<file path="src/rtl/tu_trigger_fifo.sv">
// Trigger-word FIFO: captures non-zero words in order, registered read handshake, latest word and overflow count.
// Latency 1 cycle write->status and rd_en->rd_data/rd_valid; full buffer drops or overwrites per OVERWRITE; bitslip_ena low flushes.
module tu_trigger_fifo #(
  parameter int DATA_W    = 64,
  parameter int DEPTH     = 8,
  parameter int OVERWRITE = 0,
  parameter int CNT_W     = 16
) (
  input  logic                     S_AXI_ACLK,
  input  logic                     S_AXI_ARESETN,
  input  logic                     bitslip_ena,
  input  logic [DATA_W-1:0]        trigger_data_in,
  input  logic                     rd_en,
  output logic [DATA_W-1:0]        rd_data,
  output logic                     rd_valid,
  output logic [DATA_W-1:0]        latest_out,
  output logic                     empty,
  output logic                     full,
  output logic [$clog2(DEPTH):0]   level,
  output logic [CNT_W-1:0]         overflow_cnt
);

  localparam int PTR_W = $clog2(DEPTH);
  localparam int LVL_W = PTR_W + 1;

  // The level register is the state: EMPTY, PARTIAL (anything between), FULL.
  localparam logic [LVL_W-1:0] ST_EMPTY = '0;
  localparam logic [LVL_W-1:0] ST_FULL  = LVL_W'(DEPTH);

  logic [DATA_W-1:0] r_mem [DEPTH];
  logic [PTR_W-1:0]  r_wr_ptr;
  logic [PTR_W-1:0]  r_rd_ptr;
  logic [LVL_W-1:0]  r_level;
  logic [DATA_W-1:0] r_rd_data;
  logic              r_rd_valid;
  logic [DATA_W-1:0] r_latest;
  logic [CNT_W-1:0]  r_ovf_cnt;

  logic w_empty;
  logic w_full;
  logic w_wr_req;
  logic w_rd_acc;
  logic w_ovf;
  logic w_wr_acc;
  logic w_lvl_inc;
  logic w_lvl_dec;

  assign w_empty  = (r_level == ST_EMPTY);
  assign w_full   = (r_level == ST_FULL);
  assign w_wr_req = bitslip_ena & (|trigger_data_in);
  assign w_rd_acc = bitslip_ena & rd_en & ~w_empty;
  // A write hitting a full buffer with no read to make room is an overflow under either policy.
  assign w_ovf    = w_wr_req & w_full & ~w_rd_acc;
  assign w_wr_acc = w_wr_req & (~w_full | w_rd_acc | (OVERWRITE != 0));
  assign w_lvl_inc = w_wr_acc & ~w_rd_acc & ~w_full;
  assign w_lvl_dec = w_rd_acc & ~w_wr_acc;

  always_ff @(posedge S_AXI_ACLK) begin
    if (w_wr_acc) begin
      r_mem[r_wr_ptr] <= trigger_data_in;
    end
  end

  always_ff @(posedge S_AXI_ACLK or negedge S_AXI_ARESETN) begin
    if (!S_AXI_ARESETN) begin
      r_wr_ptr   <= '0;
      r_rd_ptr   <= '0;
      r_level    <= ST_EMPTY;
      r_rd_data  <= '0;
      r_rd_valid <= 1'b0;
      r_latest   <= '0;
      r_ovf_cnt  <= '0;
    end else if (!bitslip_ena) begin
      // Flush keeps the overflow history; only the async reset clears it.
      r_wr_ptr   <= '0;
      r_rd_ptr   <= '0;
      r_level    <= ST_EMPTY;
      r_rd_data  <= '0;
      r_rd_valid <= 1'b0;
      r_latest   <= '0;
    end else begin
      r_rd_valid <= w_rd_acc;
      if (w_rd_acc) begin
        r_rd_data <= r_mem[r_rd_ptr];
      end
      if (w_wr_acc) begin
        r_wr_ptr <= r_wr_ptr + PTR_W'(1);
        r_latest <= trigger_data_in;
      end
      // Overwriting the oldest entry drags the read pointer along with the write pointer.
      if (w_rd_acc || (w_wr_acc && w_ovf)) begin
        r_rd_ptr <= r_rd_ptr + PTR_W'(1);
      end
      if (w_lvl_inc) begin
        r_level <= r_level + LVL_W'(1);
      end else if (w_lvl_dec) begin
        r_level <= r_level - LVL_W'(1);
      end
      if (w_ovf && !(&r_ovf_cnt)) begin
        r_ovf_cnt <= r_ovf_cnt + CNT_W'(1);
      end
    end
  end

  assign rd_data      = r_rd_data;
  assign rd_valid     = r_rd_valid;
  assign latest_out   = r_latest;
  assign empty        = w_empty;
  assign full         = w_full;
  assign level        = r_level;
  assign overflow_cnt = r_ovf_cnt;

endmodule

</file>
<file path="config.mk">
export PLATFORM = sky130hd
export DESIGN_NAME = tu_trigger_fifo
export DESIGN_NICKNAME = d
export VERILOG_FILES = /design/src/rtl/tu_trigger_fifo.sv
export SDC_FILE = /design/constraint.sdc
export NUM_CORES = 1
export LEC_CHECK = 0
export CAP_MARGIN = 20
export CORE_MARGIN = 2
export CORE_UTILIZATION = 50
export DETAILED_ROUTE_END_ITERATION = 7
export PLACE_DENSITY = 0.7
export SLEW_MARGIN = 20
export SYNTH_ARGS = -nofsm -noshare
export SYNTH_HDL_FRONTEND = slang
export SYNTH_SLANG_ARGS = --single-unit
</file>
<file path="constraint.sdc">
create_clock -name S_AXI_ACLK -period 14.3 [get_ports S_AXI_ACLK]
set_clock_uncertainty 0.2 [all_clocks]
set_input_delay 2.86 -clock S_AXI_ACLK [delete_from_list [all_inputs] [get_ports S_AXI_ACLK]]
set_output_delay 2.86 -clock S_AXI_ACLK [all_outputs]
set_load 0.05 [all_outputs]
</file>
==> impl_metrics.json, run 1 <==
{
  "vias": 13900,
  "fp.dieArea_sq_um": 53630,
  "clk_transition_reported_paths_ps": 70,
  "ctsRootBufferMaster": "clkbuf_16",
  "class_of_the_worst_hold_path": "reg2reg",
  "p_sw_share_pct": 29.89,
  "largest_family_of_logic_cells_by_synthesized_area": "multiplexers",
  "timing.critical_path.slowest_stage_cell": "nor2_4",
  "horizontal_extent_of_the_die_um": 231.6,
  "power.internal_mw": 3.844,
  "clock_insertion_delay_worst_skew_ps": 590,
  "rsz0062_at_grt": "no",
  "firstDrtPassIters": 5,
  "postCtsHoldBufs": 0,
  "postPlaceCellArea_sq_um": 28810,
  "postSynth.asyncResetShare_pct": 23.24,
  "gp_congestion": 0.7505,
  "timing_worst_setup_path_type": "in2reg",
  "ios": 219,
  "worst_setup_path_start_kind": "input port",
  "synth_edf_count": 512,
  "post_cts.resized_instances": 0,
  "setup-violations-final": 0,
  "die_height_um": 231.6,
  "antenna_violations_before_repair": 3,
  "antenna_violating_nets_post_route": 0,
  "synthCells": 1415,
  "total_of_warnings_raised_by_yosys": 0,
  "cts_setup_buffers": 0,
  "layout_min_cycle_time_ps": 7052,
  "clock-sinks": 667,
  "synth_cell_types": 48,
  "rows": 83,
  "via_count_of_the_first_global_routing_pass": 14430,
  "numCtsBuffers": 68,
  "setup_tns_ps": 0,
  "critPathCaptureType": "flip-flop",
  "synth_ff_type": "edfxtp_1",
  "worst_setup_path_startpoint": "trigger_data_in[2]",
  "combinationalPowerShare_pct": 24.8,
  "syn-cell-area_sq_um": 25900,
  "nNetsFinal": 1709,
  "critical_path.reg2reg.startpoint": "level[3]$_DFFE_PN0P_",
  "power.switching_mw": 1.639,
  "syn-num-nets": 1489,
  "post_synthesis_xor_xnor_area_fraction_pct": 0.6426,
  "worst_path_cell_trace": "clkdlybuf4s50_1 > nor4_1 > nand4_1 > or4_4 > nand3_1 > nor2_4 > buf_4",
  "run_status": "completed",
  "cp_top_family": "simple AND/OR/NAND/NOR gates",
  "post_synth_fa_ha_maj_area_fraction_pct": 0.3189,
  "rrSetupSlack_ps": 9980,
  "grt_first_pass_wirelength_mm": 88.70,
  "cp_data_arrival_time_ps": 7060,
  "track_usage_pct": 22.18,
  "fin_cells": 2367,
  "start_util_pct": 50.48,
  "crit_required_ps": 14310,
  "cts_tree": "yes",
  "hold_viol": 0,
  "syn2layout_area_growth_pct": 19.88,
  "postSynthAreaPerCell_sq_um": 18.30,
  "timing.final.max_slew_violations": 0,
  "seq_area_frac_synth_pct": 74.35,
  "complex_gate_fraction_of_the_synthesized_area_pct": 4.010,
  "slowest_delay_ps": 920,
  "drc": 0,
  "power.share.clock_pct": 31.7,
  "routed_wl_mm": 58.07,
  "path_max_fanout": 70,
  "maxSlewHeadroom_pct": 27.22,
  "critPathBufInv": 2,
  "power.sequential.fraction_pct": 43.6,
  "post-place-ws_ps": 6614,
  "worst_ir_drop_vdd_v": 0.0001684,
  "placement.io_buffers": 218,
  "deepest_clock_path_buffer_count": 3,
  "worstMarginPinSlew_ps": 1092,
  "post-dp-hpwl_mm": 32.04,
  "maxCapViolCount": 0,
  "worstSetupPathDepth": 7,
  "number_of_vias_per_cell": 5.872,
  "post_layout_instance_area_sq_um": 31040,
  "timing.final.crit_share_pct": 49.32,
  "worst_r2r_endpoint": "r_mem[7][53]$_DFFE_PP_",
  "cellPowerDensity_nw_per_um2": 176.6,
  "area_fraction_in_and_or_nand_and_nor_cells_after_synthesis_pct": 5.073,
  "dr.first_iter.drc_count": 1270,
  "coreArea_sq_um": 51300,
  "fmax_mhz": 141.8,
  "grt_max_degree": 99,
  "detail_route.wl_per_cell_um": 24.53,
  "yosys_register_bits": 667,
  "ff2ff_path_depth": 7,
  "timing.final.ws_setup_ps": 7248,
  "h_tree_levels": 3,
  "p_leak_nw": 10.41,
  "worst_setup_path_endpoint": "r_mem[7][53]$_DFFE_PP_",
  "dp.cells": 2244,
  "globalRoute.totalOverflow": 0,
  "fraction_of_final_layout_cells_sized_beyond_drive_strength_1_pct": 17.32,
  "synth_mux_area_share_pct": 13.95
}
## registers in the layout, indices dropped and copies added (netlist names)
signal        flops
r_mem           512
latest_out       64
rd_data          64
overflow_cnt     16
level             4
r_rd_ptr          3
r_wr_ptr          3
rd_valid          1
## cell usage after synthesis, types with 2 or more instances
| cell | count | area [sq um] |
|---|---|---|
| a211oi_1 | 64 | 480.5 |
| o21ai_0 | 40 | 200.2 |
| and2_1 | 3 | 18.77 |
| nand3_2 | 7 | 70.07 |
| nor2_1 | 76 | 285.3 |
| nor3b_1 | 3 | 22.52 |
| nor4b_2 | 3 | 45.04 |
| nor4_2 | 2 | 25.02 |
| nor4b_1 | 2 | 17.52 |
| a21oi_1 | 26 | 130.1 |
| nand2_1 | 54 | 202.7 |
| buf_6 | 4 | 45.04 |
| xnor2_1 | 3 | 26.28 |
| edfxtp_1 | 512 | 15370 |
| dfrtp_1 | 155 | 3879 |
| ha_1 | 5 | 62.56 |
| inv_1 | 7 | 26.28 |
| o21ai_1 | 27 | 135.1 |
| nor3_1 | 9 | 45.04 |
| xor2_1 | 16 | 140.1 |
| mux2i_1 | 68 | 680.7 |
| buf_2 | 20 | 100.1 |
| nor4_1 | 19 | 118.9 |
| or4_1 | 2 | 15.01 |
| clkbuf_1 | 52 | 195.2 |
| nand3_1 | 65 | 325.3 |
| nand2b_1 | 2 | 12.51 |
| nand4_1 | 8 | 50.05 |
| mux4_2 | 128 | 2883 |
| buf_1 | 15 | 56.30 |
## routing by layer
metal | GRT usage (%) | vias to the layer above | part of all wire, %
met3 | 4.515 | 83 | 7.2
met4 | 6.230 | 4 | 1.9
met1 | 31.94 | 7246 | 43
met2 | 34.85 | 486 | 48
met5 | 0 | - | 0.059
li1 | - | 6079 | -
## cell type report
cell class | count | area, sq um
fill | 3705 | 20260
sequential | 667 | 19260
multi-input combinational | 649 | 6296
timing repair buffer | 242 | 2401
clock buffer | 92 | 1958
tap | 680 | 850.8
clock inverter | 29 | 242.7
inverter | 7 | 28.78
antenna | 1 | 2.502
## kinds of logic after synthesis
group / count (synthesis)
XOR/XNOR: 19
multiplexers: 199
AND/OR/NAND/NOR: 261
AO/OA/AOI/OAI: 164
buffers and inverters: 99
flip-flops: 667
adder cells (fa/ha/maj): 6
## worst min path at each step
stage / start / end / slack (ps) / cells after the start
3_5_place_dp: overflow_cnt[5]$_DFFE_PN0P_ / overflow_cnt[5]$_DFFE_PN0P_ / 290 / 1
3_3_place_gp: overflow_cnt[5]$_DFFE_PN0P_ / overflow_cnt[5]$_DFFE_PN0P_ / 290 / 1
6_report: overflow_cnt[5]$_DFFE_PN0P_ / overflow_cnt[5]$_DFFE_PN0P_ / 310 / 1
4_1_cts: overflow_cnt[13]$_DFFE_PN0P_ / overflow_cnt[13]$_DFFE_PN0P_ / 310 / 1
5_1_grt: overflow_cnt[5]$_DFFE_PN0P_ / overflow_cnt[5]$_DFFE_PN0P_ / 330 / 1
2_1_floorplan: r_wr_ptr[2]$_DFFE_PN0P_ / r_wr_ptr[2]$_DFFE_PN0P_ / 330 / 1
## per-stage QoR
step	utilization [%]	power [mW]	hold WS, ps
floorplan	-	3.360	327.5
global placement	56.14	3.776	286.8
detailed placement	56.15	3.798	292.3
CTS	60.44	5.536	306.8
global route	60.51	5.710	332.0
finish	60.51	5.483	308.3
## placed cells by master (no fill, tap or decap), types with 40 or more instances in the layout
| cell | count |
|---|---|
| o21ai_0 | 40 |
| mux2i_1 | 68 |
| dfrtp_1 | 152 |
| edfxtp_1 | 512 |
| nand2_1 | 54 |
| nor2_1 | 73 |
| clkdlybuf4s50_1 | 216 |
| clkbuf_16 | 73 |
| nand3_1 | 65 |
| a211oi_1 | 64 |
| mux4_2 | 128 |
## power groups by stage
stage	Combinational, mW	Sequential [mW]	Clock, mW
final	1.36	2.39	1.74
after floorplan	0.677	2.68	0
after global routing	1.45	2.41	1.85
after detailed placement	1.37	2.43	0
after global placement	1.35	2.42	0
after CTS	1.38	2.39	1.77
Power figures use the tool's default switching activity.
==> inputs of run 2 (changes only) <==
==> constraint.sdc (replaced) <==
create_clock -name S_AXI_ACLK -period 7.2 [get_ports S_AXI_ACLK]
set_clock_uncertainty 0.2 [all_clocks]
set_input_delay 1.44 -clock S_AXI_ACLK [delete_from_list [all_inputs] [get_ports S_AXI_ACLK]]
set_output_delay 1.44 -clock S_AXI_ACLK [all_outputs]
set_load 0.05 [all_outputs]
==> impl_metrics.json, run 2 (same netlist as run 1, synthesis figures left out) <==
{
  "deepest_clock_path_buffer_count": 3,
  "nNetsFinal": 1718,
  "worstMarginPinSlew_ps": 1061,
  "timing.final.crit_share_pct": 70.48,
  "detail_route.wirelength.met1_mm": 24.80,
  "critical_path.reg2reg.startpoint": "level[3]$_DFFE_PN0P_",
  "power.switching_mw": 3.298,
  "topRoutingLayerUsed": "met5",
  "gp_congestion": 0.7832,
  "clock_insertion_delay_worst_skew_ps": 600,
  "syn2layout_area_growth_pct": 20.63,
  "path_max_fanout": 69,
  "dp.cells": 2252,
  "rsz0062_at_grt": "no",
  "post-dp-hpwl_mm": 33.07,
  "critPathCaptureType": "flip-flop",
  "firstDrtPassIters": 5,
  "largest_register_ffs": 512,
  "numCtsBuffers": 69,
  "maxSlewHeadroom_pct": 29.24,
  "timing_worst_setup_path_type": "in2reg",
  "layout_common_cells": "edfxtp_1, clkdlybuf4s50_1, dfrtp_1",
  "number_of_vias_per_cell": 5.954,
  "drc": 0,
  "combinationalPowerShare_pct": 24.2,
  "fmax_mhz": 197.1,
  "setup_tns_ps": 0,
  "antenna_violations_before_repair": 4,
  "antenna_violating_nets_post_route": 0,
  "cts_setup_buffers": 0,
  "die_height_um": 231.6,
  "power.sequential.fraction_pct": 42.7,
  "clk_transition_reported_paths_ps": 60,
  "hold_viol": 0,
  "horizontal_extent_of_the_die_um": 231.6,
  "ios": 219,
  "cts_tree": "yes",
  "layout.cells.most_common": "edfxtp_1",
  "dr.first_iter.drc_count": 1236,
  "ctsRootBufferMaster": "clkbuf_16",
  "setup-violations-final": 0,
  "met2_length_mm": 28.25,
  "worst_r2r_endpoint": "r_mem[2][7]$_DFFE_PP_",
  "vias": 14180,
  "postCtsHoldBufs": 0,
  "whs_endpoint": "overflow_cnt[13]$_DFFE_PN0P_",
  "rrSetupSlack_ps": 3660,
  "routed_wl_mm": 58.83,
  "crit_required_ps": 7260,
  "coreArea_sq_um": 51300,
  "start_util_pct": 50.48,
  "fin_worst_hold_slack_ps": 293.3,
  "run_status": "completed",
  "track_usage_pct": 22.48,
  "ff2ff_path_depth": 7,
  "post_cts.resized_instances": 0,
  "rows": 83,
  "maxCapViolCount": 0,
  "p_leak_nw": 10.51,
  "hp-start": "overflow_cnt[13]$_DFFE_PN0P_",
  "layout_min_cycle_time_ps": 5075,
  "class_of_the_worst_hold_path": "reg2reg",
  "timing.final.max_slew_violations": 0,
  "clock-sinks": 667,
  "cp_data_arrival_time_ps": 5140,
  "worst_setup_path_start_kind": "input port",
  "cellPowerDensity_nw_per_um2": 355.7,
  "grt_max_degree": 93,
  "power.internal_mw": 7.814,
  "fin_cells": 2382,
  "detailroute.wirelength.met3_mm": 4.467,
  "num-fill-cells": 3701,
  "power.share.clock_pct": 33.1,
  "globalRoute.totalOverflow": 0,
  "via_count_of_the_first_global_routing_pass": 14630,
  "report.power.total_mw": 11.11,
  "grt_first_pass_wirelength_mm": 89.99,
  "largest-register": "r_mem",
  "fp.dieArea_sq_um": 53630,
  "min_delay_path_depth": 1,
  "p_sw_share_pct": 29.68,
  "h_tree_levels": 3,
  "fraction_of_final_layout_cells_sized_beyond_drive_strength_1_pct": 17.99,
  "detail_route.wl_per_cell_um": 24.70,
  "worst_ir_drop_vdd_v": 0.0002428,
  "placement.io_buffers": 218
}
-- run 2: changes by cell type in the layout (fill, tap and decap cells not counted), moves of 3 or more --
| cell | delta |
|---|---|
| clkbuf_1 | +4 |
| buf_4 | +11 |
| clkinv_1 | -3 |
| bufinv_16 | +6 |
| clkbuf_8 | -3 |
-- run 2: worst max-delay path by stage --
stage                                   start                endpoint  slack, ps  cells after the start
after CTS                 trigger_data_in[30]  r_mem[2][21]$_DFFE_PP_       2130                      8
final                     trigger_data_in[30]   r_mem[2][7]$_DFFE_PP_       2130                      8
after detailed placement  trigger_data_in[30]  r_mem[2][10]$_DFFE_PP_       1530                      8
after global placement    trigger_data_in[30]  r_mem[2][24]$_DFFE_PP_       1590                      8
after floorplan                   bitslip_ena   r_mem[2][0]$_DFFE_PP_      -2690                      6
after global routing      trigger_data_in[30]   r_mem[2][7]$_DFFE_PP_       1960                      8
-- run 2: layout make-up --
type                    instances  area [sq um]  share of cell area, %
repair buffers                250          2441                  7.814
multi-input cells             649          6296                  20.15
diodes                          1         2.502               0.008010
clock buffers                  92          1907                  6.104
well taps                     680         850.8                  2.723
clock inverters                36         450.4                  1.442
inverters                       7         28.78                0.09211
flip-flops and latches        667         19260                  61.66
-- run 2: metal layers --
metal  global-route usage (%)  vias up
met5                    1.011        -
met4                    6.430        4
met3                    4.577       91
met2                    35.44      572
li1                         -     6097
met1                    32.10     7419
-- run 2: worst max-delay path, stage by stage --
cell and delay, ps:
clkdlybuf4s50_1 600, nor4_1 810, nand4_1 390, or4_4 610, buf_4 470, nand2_1 350, nor4b_2 90, buf_4 340
-- run 2: power groups by stage --
stage          clock (mW)  sequential (mW)  combinational (mW)
2_1_floorplan           0             5.33                1.34
3_3_place_gp            0             4.81                2.69
3_5_place_dp            0             4.82                2.72
4_1_cts              3.73             4.75                2.73
5_1_grt              3.88             4.78                2.88
6_report             3.68             4.74                2.69
-- run 2: per-stage QoR --
stage               area [sq um]  setup WS, ps  utilization [%]
detailed placement         28850          1526            56.24
global route               31240          1963            60.90
CTS                        31210          2128            60.84
floorplan                  25900         -2688                -
global placement           28850          1586            56.24
finish                     31240          2125            60.90
